`src/rtl/doom_kb_pkg.sv`:
```
// Shared constants for the PS/2 movement-key path: scan codes, receiver states
// and slot indices into the held-key vectors.
package doom_kb_pkg;

    localparam logic [7:0] SC_EXT   = 8'hE0;
    localparam logic [7:0] SC_BREAK = 8'hF0;
    localparam logic [7:0] SC_UP    = 8'h75;
    localparam logic [7:0] SC_DOWN  = 8'h72;
    localparam logic [7:0] SC_LEFT  = 8'h6B;
    localparam logic [7:0] SC_RIGHT = 8'h74;
    localparam logic [7:0] SC_W     = 8'h1D;
    localparam logic [7:0] SC_S     = 8'h1B;
    localparam logic [7:0] SC_A     = 8'h1C;
    localparam logic [7:0] SC_D     = 8'h23;

    localparam logic [1:0] KEY_FWD   = 2'd0;
    localparam logic [1:0] KEY_BACK  = 2'd1;
    localparam logic [1:0] KEY_LEFT  = 2'd2;
    localparam logic [1:0] KEY_RIGHT = 2'd3;
    localparam int         NUM_KEYS  = 4;

    typedef enum logic [1:0] {
        RX_IDLE,
        RX_DATA,
        RX_PARITY,
        RX_STOP
    } rx_state_t;

    typedef struct packed {
        logic       hit;
        logic [1:0] idx;
    } key_slot_t;

    // Arrow codes only count when they arrive behind an E0 prefix.
    function automatic key_slot_t arrow_slot(input logic [7:0] code);
        key_slot_t s;
        s = '{hit: 1'b1, idx: KEY_FWD};
        case (code)
            SC_UP:    s.idx = KEY_FWD;
            SC_DOWN:  s.idx = KEY_BACK;
            SC_LEFT:  s.idx = KEY_LEFT;
            SC_RIGHT: s.idx = KEY_RIGHT;
            default:  s.hit = 1'b0;
        endcase
        return s;
    endfunction

    function automatic key_slot_t wasd_slot(input logic [7:0] code);
        key_slot_t s;
        s = '{hit: 1'b1, idx: KEY_FWD};
        case (code)
            SC_W:    s.idx = KEY_FWD;
            SC_S:    s.idx = KEY_BACK;
            SC_A:    s.idx = KEY_LEFT;
            SC_D:    s.idx = KEY_RIGHT;
            default: s.hit = 1'b0;
        endcase
        return s;
    endfunction

endpackage

```
`src/rtl/ps2_move_keys_if.sv`:
```
// Keyboard lines in, held-key levels and byte status out. master = the decoder,
// slave = whatever drives the keyboard lines and consumes the levels.
interface ps2_move_keys_if;
    logic       kb_clock;
    logic       kb_dat;
    logic       turn_right;
    logic       turn_left;
    logic       move_forward;
    logic       move_backward;
    logic       key_valid;
    logic [7:0] key_code;
    logic       frame_error;

    modport master (
        input  kb_clock, kb_dat,
        output turn_right, turn_left, move_forward, move_backward,
        output key_valid, key_code, frame_error
    );

    modport slave (
        output kb_clock, kb_dat,
        input  turn_right, turn_left, move_forward, move_backward,
        input  key_valid, key_code, frame_error
    );
endinterface

```
`src/rtl/ps2_frame_rx.sv`:
```
// PS/2 frame receiver: synchronises kb_clock/kb_dat, samples on falling edges and
// reports each 11-bit frame as a good byte (byte_ok) or an error (err), both combinational strobes.
module ps2_frame_rx
    import doom_kb_pkg::*;
#(
    parameter int TIMEOUT_CYCLES = 50000,
    parameter int SYNC_STAGES    = 2
) (
    input  logic       clock,
    input  logic       reset,
    input  logic       kb_clock,
    input  logic       kb_dat,
    output logic [7:0] rx_byte,
    output logic       byte_ok,
    output logic       err
);

    localparam int SS = (SYNC_STAGES < 2) ? 2 : SYNC_STAGES;
    localparam int TW = (TIMEOUT_CYCLES > 1) ? $clog2(TIMEOUT_CYCLES) : 1;
    localparam logic [TW-1:0] TO_LAST = TW'(TIMEOUT_CYCLES - 1);

    logic [SS-1:0] clk_sync;
    logic [SS-1:0] dat_sync;
    logic          clk_prev;
    logic          clk_s;
    logic          dat_s;
    logic          fall;

    rx_state_t     state_q;
    rx_state_t     state_d;
    logic [2:0]    bit_cnt;
    logic [7:0]    shift_q;
    logic          parity_q;
    logic [TW-1:0] to_cnt;
    logic          timeout_hit;
    logic          good;
    logic          bad;

    // Idle PS/2 lines are high, so the synchronisers reset to 1 to avoid a fake edge.
    always_ff @(posedge clock or posedge reset) begin
        if (reset) begin
            clk_sync <= '1;
            dat_sync <= '1;
            clk_prev <= 1'b1;
        end else begin
            clk_sync <= {clk_sync[SS-2:0], kb_clock};
            dat_sync <= {dat_sync[SS-2:0], kb_dat};
            clk_prev <= clk_sync[SS-1];
        end
    end

    assign clk_s = clk_sync[SS-1];
    assign dat_s = dat_sync[SS-1];
    assign fall  = clk_prev & ~clk_s;

    always_ff @(posedge clock or posedge reset) begin
        if (reset) state_q <= RX_IDLE;
        else       state_q <= state_d;
    end

    always_comb begin
        state_d     = state_q;
        good        = 1'b0;
        bad         = 1'b0;
        timeout_hit = (state_q != RX_IDLE) && !fall && (to_cnt == TO_LAST);
        case (state_q)
            RX_IDLE:   if (fall && !dat_s) state_d = RX_DATA;
            RX_DATA:   if (fall && bit_cnt == 3'd7) state_d = RX_PARITY;
            RX_PARITY: if (fall) state_d = RX_STOP;
            RX_STOP: begin
                if (fall) begin
                    state_d = RX_IDLE;
                    if ((^{shift_q, parity_q}) && dat_s) good = 1'b1;
                    else                                 bad  = 1'b1;
                end
            end
            default:   state_d = RX_IDLE;
        endcase
        if (timeout_hit) state_d = RX_IDLE;
    end

    // Shift register, bit counter and the idle-clock watchdog.
    always_ff @(posedge clock or posedge reset) begin
        if (reset) begin
            bit_cnt  <= 3'd0;
            shift_q  <= 8'd0;
            parity_q <= 1'b0;
            to_cnt   <= '0;
        end else begin
            if (state_q == RX_IDLE) begin
                bit_cnt <= 3'd0;
            end else if (state_q == RX_DATA && fall) begin
                shift_q[bit_cnt] <= dat_s;
                bit_cnt          <= bit_cnt + 3'd1;
            end
            if (state_q == RX_PARITY && fall) parity_q <= dat_s;
            if (state_q == RX_IDLE || fall || timeout_hit) to_cnt <= '0;
            else                                          to_cnt <= to_cnt + 1'b1;
        end
    end

    assign rx_byte = shift_q;
    assign byte_ok = good;
    assign err     = bad | timeout_hit;

endmodule

```
`src/rtl/ps2_move_keys.sv`:
```
// Arrow-key (and, with PS2_WASD_EN defined, WASD) held-level decoder on top of
// ps2_frame_rx; tracks E0/F0 prefixes and presents one level per movement.
module ps2_move_keys
    import doom_kb_pkg::*;
#(
    parameter int TIMEOUT_CYCLES = 50000,
    parameter int SYNC_STAGES    = 2
) (
    input  logic            clock,
    input  logic            reset,
    ps2_move_keys_if.master bus
);

    logic [7:0]          rx_byte;
    logic                byte_ok;
    logic                err;
    logic                key_valid_q;
    logic [7:0]          key_code_q;
    logic                frame_error_q;
    logic                ext_q;
    logic                brk_q;
    logic [NUM_KEYS-1:0] arrow_held;
    logic [NUM_KEYS-1:0] letter_held;
    logic [NUM_KEYS-1:0] held;
    key_slot_t           arrow_hit;
    logic                plain_code;

    ps2_frame_rx #(
        .TIMEOUT_CYCLES(TIMEOUT_CYCLES),
        .SYNC_STAGES   (SYNC_STAGES)
    ) u_rx (
        .clock   (clock),
        .reset   (reset),
        .kb_clock(bus.kb_clock),
        .kb_dat  (bus.kb_dat),
        .rx_byte (rx_byte),
        .byte_ok (byte_ok),
        .err     (err)
    );

    assign arrow_hit  = arrow_slot(rx_byte);
    assign plain_code = (rx_byte != SC_EXT) && (rx_byte != SC_BREAK);

    // Prefix flags and arrow levels; any frame error drops a half-received sequence.
    always_ff @(posedge clock or posedge reset) begin
        if (reset) begin
            key_valid_q   <= 1'b0;
            key_code_q    <= 8'd0;
            frame_error_q <= 1'b0;
            ext_q         <= 1'b0;
            brk_q         <= 1'b0;
            arrow_held    <= '0;
        end else begin
            key_valid_q   <= byte_ok;
            frame_error_q <= err;
            if (byte_ok) begin
                key_code_q <= rx_byte;
                if (rx_byte == SC_EXT) begin
                    ext_q <= 1'b1;
                end else if (rx_byte == SC_BREAK) begin
                    brk_q <= 1'b1;
                end else begin
                    if (ext_q && arrow_hit.hit) arrow_held[arrow_hit.idx] <= !brk_q;
                    ext_q <= 1'b0;
                    brk_q <= 1'b0;
                end
            end else if (err) begin
                ext_q <= 1'b0;
                brk_q <= 1'b0;
            end
        end
    end

`ifdef PS2_WASD_EN
    key_slot_t letter_hit;
    assign letter_hit = wasd_slot(rx_byte);

    always_ff @(posedge clock or posedge reset) begin
        if (reset) begin
            letter_held <= '0;
        end else if (byte_ok && plain_code && !ext_q && letter_hit.hit) begin
            letter_held[letter_hit.idx] <= !brk_q;
        end
    end
`else
    assign letter_held = '0;
`endif

    assign held              = arrow_held | letter_held;
    assign bus.move_forward  = held[KEY_FWD];
    assign bus.move_backward = held[KEY_BACK];
    assign bus.turn_left     = held[KEY_LEFT];
    assign bus.turn_right    = held[KEY_RIGHT];
    assign bus.key_valid     = key_valid_q;
    assign bus.key_code      = key_code_q;
    assign bus.frame_error   = frame_error_q;

endmodule

```
`src/flat_wrapper.sv`:
```
// flat-port wrapper written by rule: the top's interface ports become plain ports
module ps2_move_keys_flat import doom_kb_pkg::*;
#(
    parameter int TIMEOUT_CYCLES = 50000,
    parameter int SYNC_STAGES    = 2
)
  (clock, reset, bus_kb_clock, bus_kb_dat, bus_turn_right, bus_turn_left, bus_move_forward, bus_move_backward, bus_key_valid, bus_key_code, bus_frame_error);
  ps2_move_keys_if bus_i ();
  input  logic clock;
  input  logic reset;
  input wire logic [$bits(bus_i.kb_clock)-1:0] bus_kb_clock;
  input wire logic [$bits(bus_i.kb_dat)-1:0] bus_kb_dat;
  output wire logic [$bits(bus_i.turn_right)-1:0] bus_turn_right;
  output wire logic [$bits(bus_i.turn_left)-1:0] bus_turn_left;
  output wire logic [$bits(bus_i.move_forward)-1:0] bus_move_forward;
  output wire logic [$bits(bus_i.move_backward)-1:0] bus_move_backward;
  output wire logic [$bits(bus_i.key_valid)-1:0] bus_key_valid;
  output wire logic [$bits(bus_i.key_code)-1:0] bus_key_code;
  output wire logic [$bits(bus_i.frame_error)-1:0] bus_frame_error;
  assign bus_i.kb_clock = bus_kb_clock;
  assign bus_i.kb_dat = bus_kb_dat;
  assign bus_turn_right = bus_i.turn_right;
  assign bus_turn_left = bus_i.turn_left;
  assign bus_move_forward = bus_i.move_forward;
  assign bus_move_backward = bus_i.move_backward;
  assign bus_key_valid = bus_i.key_valid;
  assign bus_key_code = bus_i.key_code;
  assign bus_frame_error = bus_i.frame_error;
  ps2_move_keys #(.TIMEOUT_CYCLES(TIMEOUT_CYCLES), .SYNC_STAGES(SYNC_STAGES)) u_core (.clock(clock), .reset(reset), .bus(bus_i));
endmodule
```
`config.mk`:
```
export PLATFORM = sky130hd
export DESIGN_NAME = ps2_move_keys_flat
export DESIGN_NICKNAME = d
export VERILOG_FILES = /design/src/rtl/doom_kb_pkg.sv /design/src/rtl/ps2_move_keys_if.sv /design/src/rtl/ps2_frame_rx.sv /design/src/rtl/ps2_move_keys.sv /design/src/flat_wrapper.sv
export SDC_FILE = /design/constraint.sdc
export NUM_CORES = 1
export LEC_CHECK = 0
export ABC_AREA = 1
export CAP_MARGIN = 0
export CORE_ASPECT_RATIO = 0.8
export CORE_UTILIZATION = 60
export CTS_BUF_LIST = sky130_fd_sc_hd__clkbuf_2
export DETAILED_ROUTE_END_ITERATION = 10
export HOLD_SLACK_MARGIN = 0.12
export MAX_ROUTING_LAYER = met4
export PLACE_DENSITY_LB_ADDON = 0.12
export SKIP_LAST_GASP = 1
export SYNTH_ARGS = -nofsm -noshare
export SYNTH_HDL_FRONTEND = slang
export SYNTH_SLANG_ARGS = --single-unit
export TNS_END_PERCENT = 1
```
`constraint.sdc`:
```
create_clock -name clock -period 1.85 [get_ports clock]
set_input_delay 0.37 -clock clock [delete_from_list [all_inputs] [get_ports clock]]
set_output_delay 0.37 -clock clock [all_outputs]
set_load 0.005 [all_outputs]
```
==> results of run 1 <==
## critical path, stage by stage (launching register included)
cell and delay (ps):
sky130_fd_sc_hd__dfrtp_2 530, sky130_fd_sc_hd__nand2_1 100, sky130_fd_sc_hd__inv_1 40, sky130_fd_sc_hd__nor2_1 110
sky130_fd_sc_hd__nand2_1 60, sky130_fd_sc_hd__nand2_1 110, sky130_fd_sc_hd__nand3_1 100, sky130_fd_sc_hd__nand3_2 90
sky130_fd_sc_hd__nand3_2 110, sky130_fd_sc_hd__nor2_4 150, sky130_fd_sc_hd__clkbuf_2 180, sky130_fd_sc_hd__nand4_1 90
sky130_fd_sc_hd__nand2_1 70
## sequential cells by signal, summed over array words and instances, names as in the netlist
register / count
u_core.u_rx.dat_sync: 2
u_core.bus.key_code: 8
u_core.u_rx.parity_q: 1
u_core.u_rx.bit_cnt: 3
u_core.u_rx.state_q: 2
u_core.ext_q: 1
u_core.bus.key_valid: 1
u_core.u_rx.rx_byte: 8
u_core.u_rx.clk_prev: 1
u_core.bus.frame_error: 1
u_core.u_rx.to_cnt: 16
u_core.arrow_held: 4
u_core.brk_q: 1
u_core.u_rx.clk_sync: 2
## routing by layer
metal	vias up	track usage	wire, um
li1	1154	-	-
met1	1065	0.326	2510
met2	100	0.387	2330
met3	10	0.0533	372
met4	0	0.102	78
met5	-	-	0
## worst max-delay path by stage
stage,depth (start not counted),startpoint,end
detailed placement,9,u_core.u_rx.clk_prev,u_core.u_rx.rx_byte[5]
global route,9,u_core.u_rx.to_cnt[0],u_core.u_rx.to_cnt[12]
finish,12,u_core.u_rx.rx_byte[0],u_core.arrow_held[1]
floorplan,1,reset,u_core.arrow_held[0]
CTS,9,u_core.u_rx.state_q[1],u_core.u_rx.rx_byte[5]
global placement,9,u_core.u_rx.clk_prev,u_core.u_rx.rx_byte[5]
## logic make-up after synthesis
kind of cell	after synthesis	share of synthesized area
AND/OR/NAND/NOR	167	0.285
buffers and inverters	57	0.0826
AO/OA/AOI/OAI	51	0.110
flip-flops	51	0.481
adder cells (fa/ha/maj)	8	0.0376
XOR/XNOR	1	0.00329
## synthesized netlist by cell type (2+ instances only)
master	count	area, um^2
sky130_fd_sc_hd__a31oi_1	7	43.8
sky130_fd_sc_hd__nand2_1	80	300
sky130_fd_sc_hd__o31ai_1	2	15.0
sky130_fd_sc_hd__a21oi_1	18	90.1
sky130_fd_sc_hd__dfstp_2	5	131
sky130_fd_sc_hd__inv_1	51	191
sky130_fd_sc_hd__nand4_1	13	81.3
sky130_fd_sc_hd__nor3_1	4	20.0
sky130_fd_sc_hd__buf_2	2	10.0
sky130_fd_sc_hd__nor2_2	6	37.5
sky130_fd_sc_hd__nand3_2	4	40.0
sky130_fd_sc_hd__nor4_1	3	18.8
sky130_fd_sc_hd__ha_1	8	100
sky130_fd_sc_hd__o21ai_0	19	95.1
sky130_fd_sc_hd__nor2_1	37	139
sky130_fd_sc_hd__inv_2	3	11.3
sky130_fd_sc_hd__nor3_2	3	30.0
sky130_fd_sc_hd__o21bai_1	4	30.0
sky130_fd_sc_hd__nand3_1	14	70.1
sky130_fd_sc_hd__dfrtp_1	46	1150
## through the flow
| step | TNS, ps | power (mW) | hold slack [ps] | instances | worst slack, ps |
|---|---|---|---|---|---|
| global placement | 0 | 2.21 | 346 | 414 | 159 |
| global route | -968 | 3.10 | 126 | 427 | -95.4 |
| CTS | 0 | 2.83 | 140 | 422 | 70.6 |
| detailed placement | 0 | 2.25 | 347 | 414 | 99.2 |
| finish | 0 | 2.87 | 155 | 427 | 71.2 |
| floorplan | 0 | 1.99 | 345 | 335 | 259 |
## power groups by stage
| stage | combinational, mW | sequential (mW) | clock [mW] |
|---|---|---|---|
| after floorplan | 0.638 | 1.35 | 0 |
| after global placement | 0.834 | 1.37 | 0 |
| after detailed placement | 0.875 | 1.38 | 0 |
| after CTS | 0.879 | 1.36 | 0.588 |
| after global routing | 1.07 | 1.39 | 0.638 |
| final | 0.929 | 1.37 | 0.571 |
## cell type report
| cell class | count | area [um^2] | share of cell area |
|---|---|---|---|
| flip-flops and latches | 51 | 1290 | 0.415 |
| clock inverters | 1 | 30.0 | 0.00969 |
| multi-input cells | 227 | 1180 | 0.382 |
| clock buffers | 7 | 35.0 | 0.0113 |
| well taps | 57 | 71.3 | 0.0230 |
| repair buffers | 30 | 290 | 0.0936 |
| inverters | 54 | 203 | 0.0654 |
## cells in the final DEF, fill, tap and decap left out, types with 2 or more instances in the layout
master / n
sky130_fd_sc_hd__a21oi_1: 18
sky130_fd_sc_hd__clkdlybuf4s50_1: 17
sky130_fd_sc_hd__dfrtp_1: 43
sky130_fd_sc_hd__nor2_2: 5
sky130_fd_sc_hd__inv_2: 5
sky130_fd_sc_hd__o21ai_0: 19
sky130_fd_sc_hd__nand2_1: 80
sky130_fd_sc_hd__buf_12: 2
sky130_fd_sc_hd__buf_4: 10
sky130_fd_sc_hd__nand3_1: 12
sky130_fd_sc_hd__inv_1: 49
sky130_fd_sc_hd__nand4_1: 13
sky130_fd_sc_hd__nor2_1: 36
sky130_fd_sc_hd__nor4_1: 3
sky130_fd_sc_hd__o31ai_1: 2
sky130_fd_sc_hd__o21bai_1: 4
sky130_fd_sc_hd__dfrtp_2: 3
sky130_fd_sc_hd__nor3_1: 4
sky130_fd_sc_hd__dfstp_2: 5
sky130_fd_sc_hd__nor2_4: 3
sky130_fd_sc_hd__ha_1: 8
sky130_fd_sc_hd__clkbuf_2: 8
sky130_fd_sc_hd__nor3_2: 3
sky130_fd_sc_hd__nand3_2: 6
sky130_fd_sc_hd__a31oi_1: 7
## repair_timing
action | CTS | global route
hold buffers | 0 | 0
setup buffers | 0 | 5
hold endpoints to repair | 0 | 0
gates resized for setup | 0 | 9
setup endpoints to repair | 0 | 28
==> flow_metrics.py, run 1 <==
metrics = {
    "floorplanning": {
        "top_level_ports": 18,
        "design.die.area_mm2": 0.00471,
        "initial_utilization": 0.630,
        "num_rows": 21,
        "die_width_um": 76.5,
        "design.core.area_mm2": 0.00423,
        "die-height_um": 61.6,
    },
    "layout": {
        "area_delta_synth_final_pct": 16.3,
        "postLayoutCoreUtil": 0.733,
        "antenna_cells": 0,
        "layout-drive-gt1-share": 0.146,
        "final_cell_area_mm2": 0.00310,
        "fin_nets": 381,
        "n_fill_cell": 316,
    },
    "sta": {
        "timing.max_slew.rel_slack": 0.743,
        "clock-skew-final_ps": 12.7,
        "final_period_minus_worst_setup_slack_ps": 1780,
        "min_period_over_period": 0.961,
        "tightest_slew_ps": 383,
        "maxClockFrequency_mhz": 562,
        "grt_setup_unrepaired": "yes",
        "setup_viol_count_final": 0,
        "final_max_slew_viol_count": 0,
        "final-hold-violation-count": 0,
    },
    "global_routing": {
        "first_global_vias": 2020,
        "overflow": 0,
        "grt_use_total": 0.250,
        "antenna_violations_before_repair": 0,
        "global_route_wire_length_before_repair_um": 8690,
        "grt_start_max_net_pins": 24,
    },
    "clocking": {
        "cts_max_level": 2,
        "cts_tree": "built",
        "cts_num_sinks": 51,
        "clk_latency_worst_skew_pair_ps": 420,
        "cts_root_buf": "sky130_fd_sc_hd__clkbuf_2",
        "clock_pin_slew_of_the_registers_on_the_worst_case_setup_and_hold_paths_ps": 240,
        "cts-buffers-inserted": 5,
        "cts.path.max_buffers": 2,
    },
    "worst_setup_path": {
        "critical_path_class": "flip-flop to flip-flop",
        "regToRegEndpoint": "u_core.arrow_held[1]",
        "endpoint_kind": "flip-flop",
        "required_ps": 2220,
        "critical_path.startpoint_type": "flip-flop",
        "reg2regPathDepth": 12,
        "r2r_start": "u_core.u_rx.rx_byte[0]",
        "critPathMaxFanout": 7,
        "rrSetupSlack_ps": 70,
        "worst-endpoint-arrival_ps": 2150,
    },
    "power": {
        "power_density_mw_per_mm2": 927,
        "switching_share": 0.354,
        "internal_power_mw": 1.86,
        "clock_power_share": 0.199,
        "seqPwrFrac": 0.478,
        "net_switching_power_mw": 1.02,
        "total_leakage_power_nw": 1.50,
        "comb_power_share": 0.323,
        "irDropWorstVdd_uv": 906,
    },
    "drt": {
        "detail_route.drc_violations": 0,
        "drtAntennaViolNets": 0,
        "detail_route.wl_per_cell_um": 12.4,
        "route.detailed.vias_per_inst": 5.45,
        "iteration_0_drc_markers": 190,
        "vias": 2329,
        "totalWireLength_um": 5290,
        "pre_repair_dr_iteration_count": 4,
    },
    "synth": {
        "synth_top_flop_cell": "sky130_fd_sc_hd__dfrtp_1",
        "synthesis.area_mm2": 0.00267,
        "synth.yosys.warnings": 0,
        "synth_edf_count": 0,
        "postSynthRegisterBits": 51,
        "net_count_synth": 347,
        "netlist_instances": 335,
        "synth-async-reset-ratio": 1.00,
        "post_synth.cell_area_avg_um2": 7.96,
        "synth.lib_cells_used.distinct": 26,
        "yosysSeqAreaShare": 0.481,
    },
    "placement": {
        "dp.final_hpwl_um": 4000,
        "placed_cell_area_mm2": 0.00296,
        "io_buffer_count": 17,
        "routabilityCongestion": 0.894,
    },
    "job": {
        "drv_cap": 0,
    },
    "status": {
        "run_status": "completed",
    },
    "hold_path": {
        "worstHoldPathType": "input port to asynchronous set/reset pin",
    },
}
No activity file was read; power rests on OpenSTA's default activity.
==> run 2: changes to the inputs <==
--- a/config.mk
+++ b/config.mk
@@ -15,6 +15,7 @@
 export MAX_ROUTING_LAYER = met4
 export PLACE_DENSITY_LB_ADDON = 0.12
 export SKIP_LAST_GASP = 1
+export SLEW_MARGIN = 20
 export SYNTH_ARGS = -nofsm -noshare
 export SYNTH_HDL_FRONTEND = slang
 export SYNTH_SLANG_ARGS = --single-unit
==> results of run 2 <==
Final layout, timing and power as in run 1 (identical DEF).
